===== src/rtl/mult_share_arb_pkg.sv =====
// Shared types for mult_share_arb: FSM state encoding, requester IDs, tag format, stats width.
// The optional grant counters are enabled by defining MULT_SHARE_ARB_STATS_EN.
package mult_share_arb_pkg;

    typedef enum logic [1:0] {
        ST_IDLE  = 2'd0,
        ST_RUN   = 2'd1,
        ST_DRAIN = 2'd2
    } state_t;

    localparam logic ID_REQ0 = 1'b0;
    localparam logic ID_REQ1 = 1'b1;

    localparam int STAT_W = 16;

    typedef struct packed {
        logic vld;
        logic id;
    } tag_t;

endpackage


===== src/rtl/mult_share_arb_rr_arb2.sv =====
// Two-way round-robin arbiter: combinational grant, pointer register moves to the loser.
module rr_arb2
    import mult_share_arb_pkg::*;
(
    input  logic clk,
    input  logic res,
    input  logic allow,
    input  logic valid0,
    input  logic valid1,
    output logic gnt0,
    output logic gnt1
);

    logic ptr;

    always_comb begin
        gnt0 = allow & valid0 & (~valid1 | (ptr == ID_REQ0));
        gnt1 = allow & valid1 & (~valid0 | (ptr == ID_REQ1));
    end

    always_ff @(posedge clk or negedge res) begin
        if (!res) begin
            ptr <= ID_REQ0;
        end else if (gnt0) begin
            ptr <= ID_REQ1;
        end else if (gnt1) begin
            ptr <= ID_REQ0;
        end
    end

endmodule


===== src/rtl/mult_share_arb.sv =====
// Shares one registered NxN unsigned multiplier between two requesters with round-robin issue.
// Define MULT_SHARE_ARB_STATS_EN to add saturating per-requester grant counters.
module mult_share_arb
    import mult_share_arb_pkg::*;
#(
    parameter int N   = 4,
    parameter int LAT = 1
) (
    input  logic           clk,
    input  logic           res,
    input  logic           en,
    input  logic           req0_valid,
    input  logic [N-1:0]   req0_a,
    input  logic [N-1:0]   req0_b,
    output logic           req0_ready,
    input  logic           req1_valid,
    input  logic [N-1:0]   req1_a,
    input  logic [N-1:0]   req1_b,
    output logic           req1_ready,
    output logic           rsp0_valid,
    output logic           rsp1_valid,
    output logic [2*N-1:0] rsp_prod,
    output logic           idle
`ifdef MULT_SHARE_ARB_STATS_EN
    ,
    output logic [STAT_W-1:0] gnt0_cnt,
    output logic [STAT_W-1:0] gnt1_cnt
`endif
);

    state_t         state, state_nxt;
    logic           allow;
    logic           gnt0, gnt1;
    logic           xfer;
    logic           gnt_id;
    logic           inflight;
    logic [N-1:0]   a_p0, b_p0;
    logic [2*N-1:0] mul_p0;
    logic [2*N-1:0] prod_last;
    tag_t           tag_p [LAT];

    rr_arb2 u_arb (
        .clk    (clk),
        .res    (res),
        .allow  (allow),
        .valid0 (req0_valid),
        .valid1 (req1_valid),
        .gnt0   (gnt0),
        .gnt1   (gnt1)
    );

    assign req0_ready = gnt0;
    assign req1_ready = gnt1;
    assign xfer       = gnt0 | gnt1;
    assign gnt_id     = gnt1 ? ID_REQ1 : ID_REQ0;

    always_comb begin
        inflight = 1'b0;
        for (int i = 0; i < LAT; i++) begin
            inflight = inflight | tag_p[i].vld;
        end
    end

    always_ff @(posedge clk or negedge res) begin
        if (!res) begin
            state <= ST_IDLE;
        end else begin
            state <= state_nxt;
        end
    end

    always_comb begin
        state_nxt = state;
        case (state)
            ST_IDLE:  if (en) state_nxt = ST_RUN;
            ST_RUN:   if (!en) state_nxt = ST_DRAIN;
            ST_DRAIN: begin
                if (en) begin
                    state_nxt = ST_RUN;
                end else if (!inflight) begin
                    state_nxt = ST_IDLE;
                end
            end
            default:  state_nxt = ST_IDLE;
        endcase
    end

    always_comb begin
        allow = (state == ST_RUN);
        idle  = (state == ST_IDLE) && !inflight;
    end

    // stage p0: operands of the granted requester enter the multiplier
    always_ff @(posedge clk) begin
        if (xfer) begin
            a_p0 <= gnt1 ? req1_a : req0_a;
            b_p0 <= gnt1 ? req1_b : req0_b;
        end
    end

    assign mul_p0 = {{N{1'b0}}, a_p0} * {{N{1'b0}}, b_p0};

    always_ff @(posedge clk or negedge res) begin
        if (!res) begin
            for (int i = 0; i < LAT; i++) begin
                tag_p[i] <= '0;
            end
        end else begin
            tag_p[0] <= '{vld: xfer, id: gnt_id};
            for (int i = 1; i < LAT; i++) begin
                tag_p[i] <= tag_p[i-1];
            end
        end
    end

    // stages p1..p(LAT-1): extra product delay so data lines up with the tag pipe
    generate
        if (LAT == 1) begin : g_lat1
            assign prod_last = mul_p0;
        end else begin : g_latn
            logic [2*N-1:0] prod_dly [LAT-1];
            always_ff @(posedge clk) begin
                prod_dly[0] <= mul_p0;
                for (int i = 1; i < LAT - 1; i++) begin
                    prod_dly[i] <= prod_dly[i-1];
                end
            end
            assign prod_last = prod_dly[LAT-2];
        end
    endgenerate

    // output stage: demux completion to its owner, hold product between completions
    always_ff @(posedge clk or negedge res) begin
        if (!res) begin
            rsp0_valid <= 1'b0;
            rsp1_valid <= 1'b0;
            rsp_prod   <= '0;
        end else begin
            rsp0_valid <= tag_p[LAT-1].vld && (tag_p[LAT-1].id == ID_REQ0);
            rsp1_valid <= tag_p[LAT-1].vld && (tag_p[LAT-1].id == ID_REQ1);
            if (tag_p[LAT-1].vld) begin
                rsp_prod <= prod_last;
            end
        end
    end

`ifdef MULT_SHARE_ARB_STATS_EN
    function automatic logic [STAT_W-1:0] sat_inc(input logic [STAT_W-1:0] c);
        return (&c) ? c : c + 1'b1;
    endfunction

    always_ff @(posedge clk or negedge res) begin
        if (!res) begin
            gnt0_cnt <= '0;
            gnt1_cnt <= '0;
        end else begin
            if (gnt0) gnt0_cnt <= sat_inc(gnt0_cnt);
            if (gnt1) gnt1_cnt <= sat_inc(gnt1_cnt);
        end
    end
`endif

endmodule


===== config.mk =====
export PLATFORM = sky130hd
export DESIGN_NAME = mult_share_arb
export DESIGN_NICKNAME = d
export VERILOG_FILES = /design/src/rtl/mult_share_arb_pkg.sv /design/src/rtl/mult_share_arb_rr_arb2.sv /design/src/rtl/mult_share_arb.sv
export SDC_FILE = /design/constraint.sdc
export NUM_CORES = 1
export LEC_CHECK = 0
export BUFFER_PORTS_ARGS = -buffer_cell sky130_fd_sc_hd__buf_2
export CAP_MARGIN = 20
export CORE_UTILIZATION = 47
export DETAILED_ROUTE_END_ITERATION = 7
export PLACE_DENSITY = 0.75
export SYNTH_ARGS = -nofsm -noshare
export SYNTH_HDL_FRONTEND = slang
export SYNTH_SLANG_ARGS = --single-unit

===== constraint.sdc =====
create_clock -name clk -period 2.37 [get_ports clk]
set_input_delay 0.1185 -clock clk [delete_from_list [all_inputs] [get_ports clk]]
set_output_delay 0.1185 -clock clk [all_outputs]
set_load 0.02 [all_outputs]

==> impl_metrics.prom <==
# TYPE chip_impl_metric gauge
chip_impl_info{name="outcome",value="complete, but fails checks"} 1
chip_impl_info{name="failed_checks",value="setup timing"} 1
chip_impl_info{name="yosysMostFrequentCell",value="dfrtp_1"} 1
chip_impl_metric{name="drt_iter0_markers",unit=""} 12
chip_impl_metric{name="post_route_cells_drive_above_1_share",unit="%"} 45.18
chip_impl_metric{name="postLayoutCellArea",unit="mm2"} 0.001804
chip_impl_metric{name="layout.core_utilization",unit="%"} 65.43
chip_impl_metric{name="yosysWarnings",unit=""} 0
chip_impl_metric{name="power_leakage",unit="nW"} 0.8556
chip_impl_metric{name="dr.pass1.iters",unit=""} 4
chip_impl_metric{name="cp.buffers_inverters",unit=""} 1
chip_impl_metric{name="flow.area_growth_from_synthesis",unit="%"} 31.09
chip_impl_metric{name="crit_fanout",unit=""} 3
chip_impl_metric{name="design.final.nets",unit=""} 204
chip_impl_metric{name="antenna_found_initial",unit=""} 0
chip_impl_info{name="critical_path_class",value="reg -> reg"} 1
chip_impl_metric{name="postSynthNetCount",unit=""} 152
chip_impl_metric{name="die_h",unit="um"} 56.12
chip_impl_metric{name="global_route.overflow_total",unit=""} 0
chip_impl_metric{name="postSynthCellCount",unit=""} 115
chip_impl_info{name="synth.top_cells.by_area",value="dfrtp_1 (27%), edfxtp_1 (17%), ha_1 (11%)"} 1
chip_impl_metric{name="grt_start_max_net_pins",unit=""} 23
chip_impl_metric{name="diodes",unit=""} 0
chip_impl_metric{name="timing.critical_path.slowest_cell_delay",unit="ns"} 0.55
chip_impl_metric{name="cts_buffers",unit=""} 3
chip_impl_metric{name="yosys.area.top_type_share",unit="%"} 27.27
chip_impl_metric{name="die_width",unit="um"} 56.12
chip_impl_metric{name="rows",unit=""} 19
chip_impl_metric{name="syn_area",unit="mm2"} 0.001376
chip_impl_info{name="worst_setup_path_start_kind",value="flop"} 1
chip_impl_metric{name="fillCellCount",unit=""} 212
chip_impl_info{name="crit_family",value="adder cells"} 1
chip_impl_metric{name="post-route-min-period",unit="ns"} 2.650
chip_impl_metric{name="cts.clk_slew.worst_paths",unit="ns"} 0.13
chip_impl_metric{name="synth_seq_area_share",unit="%"} 44.73
chip_impl_metric{name="longest_clk_path_bufs",unit=""} 2
chip_impl_metric{name="cp_data_arrival_time",unit="ns"} 2.86
chip_impl_info{name="synth.top_cells.by_count",value="dfrtp_1 (15), and2_1 (13), ha_1 (12)"} 1
chip_impl_metric{name="ctsHtreeMaxLevel",unit=""} 1
chip_impl_metric{name="ioPinCount",unit=""} 34
chip_impl_metric{name="vdd_ir_drop_max",unit="mV"} 0.4769
chip_impl_metric{name="cap_viol_max_count",unit=""} 0
chip_impl_info{name="critical-path-slowest-cell",value="fa_1"} 1
chip_impl_metric{name="via_total_after_detailed_routing",unit=""} 1040
chip_impl_metric{name="fin_worst_skew",unit="ns"} 0.003329
chip_impl_metric{name="drt-wirelength-per-cell",unit="um"} 12.85
chip_impl_metric{name="post-route-worst-setup-slack",unit="ns"} -0.2796
chip_impl_metric{name="finalMaxSlewViolations",unit=""} 0
chip_impl_metric{name="synth_async_sr_flop_share",unit="%"} 65.22
chip_impl_metric{name="insertion_delay",unit="ns"} 0.32
chip_impl_metric{name="setup_failing_eps_final",unit=""} 4
chip_impl_metric{name="buffer_ports.inserted",unit=""} 33
chip_impl_metric{name="routed_wl",unit="um"} 2531
chip_impl_metric{name="relSlewSlack",unit="%"} 57.56
chip_impl_info{name="cp_cell_sequence",value="buf_4 > and2_1 > fa_1 > ha_4 > ha_4 > o211ai_2 > o2111a_1 > or3_1"} 1
chip_impl_metric{name="timing.final.hold_violations",unit=""} 0
chip_impl_metric{name="syn_avg_cell_area",unit="um2"} 11.97
chip_impl_metric{name="drc_errors",unit=""} 0
chip_impl_metric{name="initial_core_util",unit="%"} 49.91
chip_impl_metric{name="peak_freq",unit="MHz"} 377.4
chip_impl_metric{name="post_drt_antenna_nets",unit=""} 0
chip_impl_info{name="synthFlopType",value="dfrtp_1"} 1
chip_impl_info{name="yosysTopAreaCell",value="dfrtp_1"} 1
chip_impl_info{name="rsz_0062_raised_after_global_routing",value="true"} 1
chip_impl_metric{name="tightestPinTransition",unit="ns"} 0.6367
chip_impl_metric{name="powerDensity",unit="mW/mm2"} 638.9
chip_impl_metric{name="first_global_vias",unit=""} 1009
chip_impl_info{name="worstSetupEndpointType",value="flop"} 1
chip_impl_metric{name="cp.required",unit="ns"} 2.58
chip_impl_metric{name="edff_count_synth",unit=""} 8
chip_impl_info{name="cell_at_the_root_of_the_clock_tree",value="clkbuf_4"} 1
chip_impl_info{name="timing.critical_path.mode_cell",value="ha_4"} 1
chip_impl_metric{name="die-area",unit="mm2"} 0.003149
chip_impl_metric{name="synthDistinctLibCells",unit=""} 33
chip_impl_metric{name="grt_pass1_wl",unit="um"} 4278
chip_impl_metric{name="detailed_place_hpwl",unit="um"} 1888
chip_impl_metric{name="global_route_usage_over_all_layers",unit="%"} 17.54
chip_impl_metric{name="place_congestion",unit=""} 0.7530
chip_impl_info{name="class_of_the_worst_hold_path",value="in -> reg"} 1
chip_impl_metric{name="design.core.area",unit="mm2"} 0.002758
chip_impl_metric{name="cts_num_sinks",unit=""} 23
chip_impl_metric{name="placement.setup.worst_slack",unit="ns"} -0.2322
chip_impl_metric{name="ys_ff_latch",unit=""} 23
chip_impl_metric{name="placedInstanceArea",unit="mm2"} 0.001639
chip_impl_info{name="tritoncts_clock_tree",value="done"} 1
chip_impl_metric{name="post-route-period-util",unit="%"} 111.8
chip_impl_metric{name="route.detailed.vias_per_inst",unit=""} 5.279
==> metal layers <==
layer | GRT usage [%] | vias to the layer above | wire length (um)
met1 | 20.66 | 480 | 1060
met4 | 8.014 | 0 | 53
met2 | 31.12 | 39 | 1298
met5 | 0 | - | 0
li1 | - | 516 | -
met3 | 2.791 | 5 | 118
==> through the flow <==
stage	TNS (ns)	hold WS (ns)	instances	total power, W
floorplan	-0.1909	-0.1771	115	0.0007630
global placement	-0.5194	0.03465	186	0.0008846
detailed placement	-0.6753	0.04443	186	0.0009011
CTS	-0.6875	0.07487	195	0.001143
global route	-1.257	0.08515	197	0.001221
finish	-0.8542	0.08674	197	0.001153
==> report_power, final <==
group | switching (W) | internal (W) | leakage (nW)
clock network | 0.000127 | 0.0000658 | 0.0183
logic | 0.000220 | 0.000221 | 0.573
registers | 0.0000425 | 0.000476 | 0.264
==> timing repair <==
action | 4_1_cts | 5_1_grt
endpoints found under the hold margin | 17 | 0
hold buffers | 3 | 0
endpoints found under the setup margin | 4 | 5
buffers inserted | 2 | 2
pin swaps | 3 | 13
gates cloned | 0 | 0
resized for setup | 8 | 4
==> placed cells by master, fill, tap and decap left out, types with 6 or more instances in the layout <==
cell type,instances
buf_2,33
mux2_2,10
ha_1,9
inv_1,6
a21oi_1,6
and2_1,13
buf_4,13
dfrtp_1,15
edfxtp_1,8
==> cell families after synthesis <==
logic type	after synthesis	synth area share [%]
AOI/OAI and AO/OA	18	8.818
and+or+nand+nor	37	16.91
buffers and inverters	9	3.182
DFF	23	44.73
adders and majority gates	16	16.73
muxes	11	9.000
xor gates and xnor gates	1	0.6365
==> final timing paths <==
kind	from	end	slack (ns)	cells past startpoint
setup reg to reg	a_p0[2]	rsp_prod[7]	-0.28	8
min in group asynchronous	res	rsp_prod[2]	0.20	2
setup / recovery	a_p0[2]	rsp_prod[7]	-0.28	8
hold reg to reg	tag_p[0]	rsp0_valid	0.44	1
max in group asynchronous	res	inflight	1.92	2
hold / removal	req0_a[3]	a_p0[3]	0.09	2
==> final cells by class <==
class                      instances  area, um2  area share, %
timing repair buffer              50      304.0          16.85
clock inverter                     1      6.256         0.3467
multi-input combinational         83      794.5          44.04
tap                               31      38.79          2.150
clock buffer                       3      22.52          1.248
sequential                        23      615.6          34.12
inverter                           6      22.52          1.248
==> sequential cells by signal, indices dropped and copies added (netlist names) <==
register	cells
a_p0	4
b_p0	4
inflight	1
state	2
rsp_prod	8
rsp0_valid	1
u_arb.ptr	1
tag_p	1
rsp1_valid	1
Note: power is estimated with default switching activity, not from simulation.
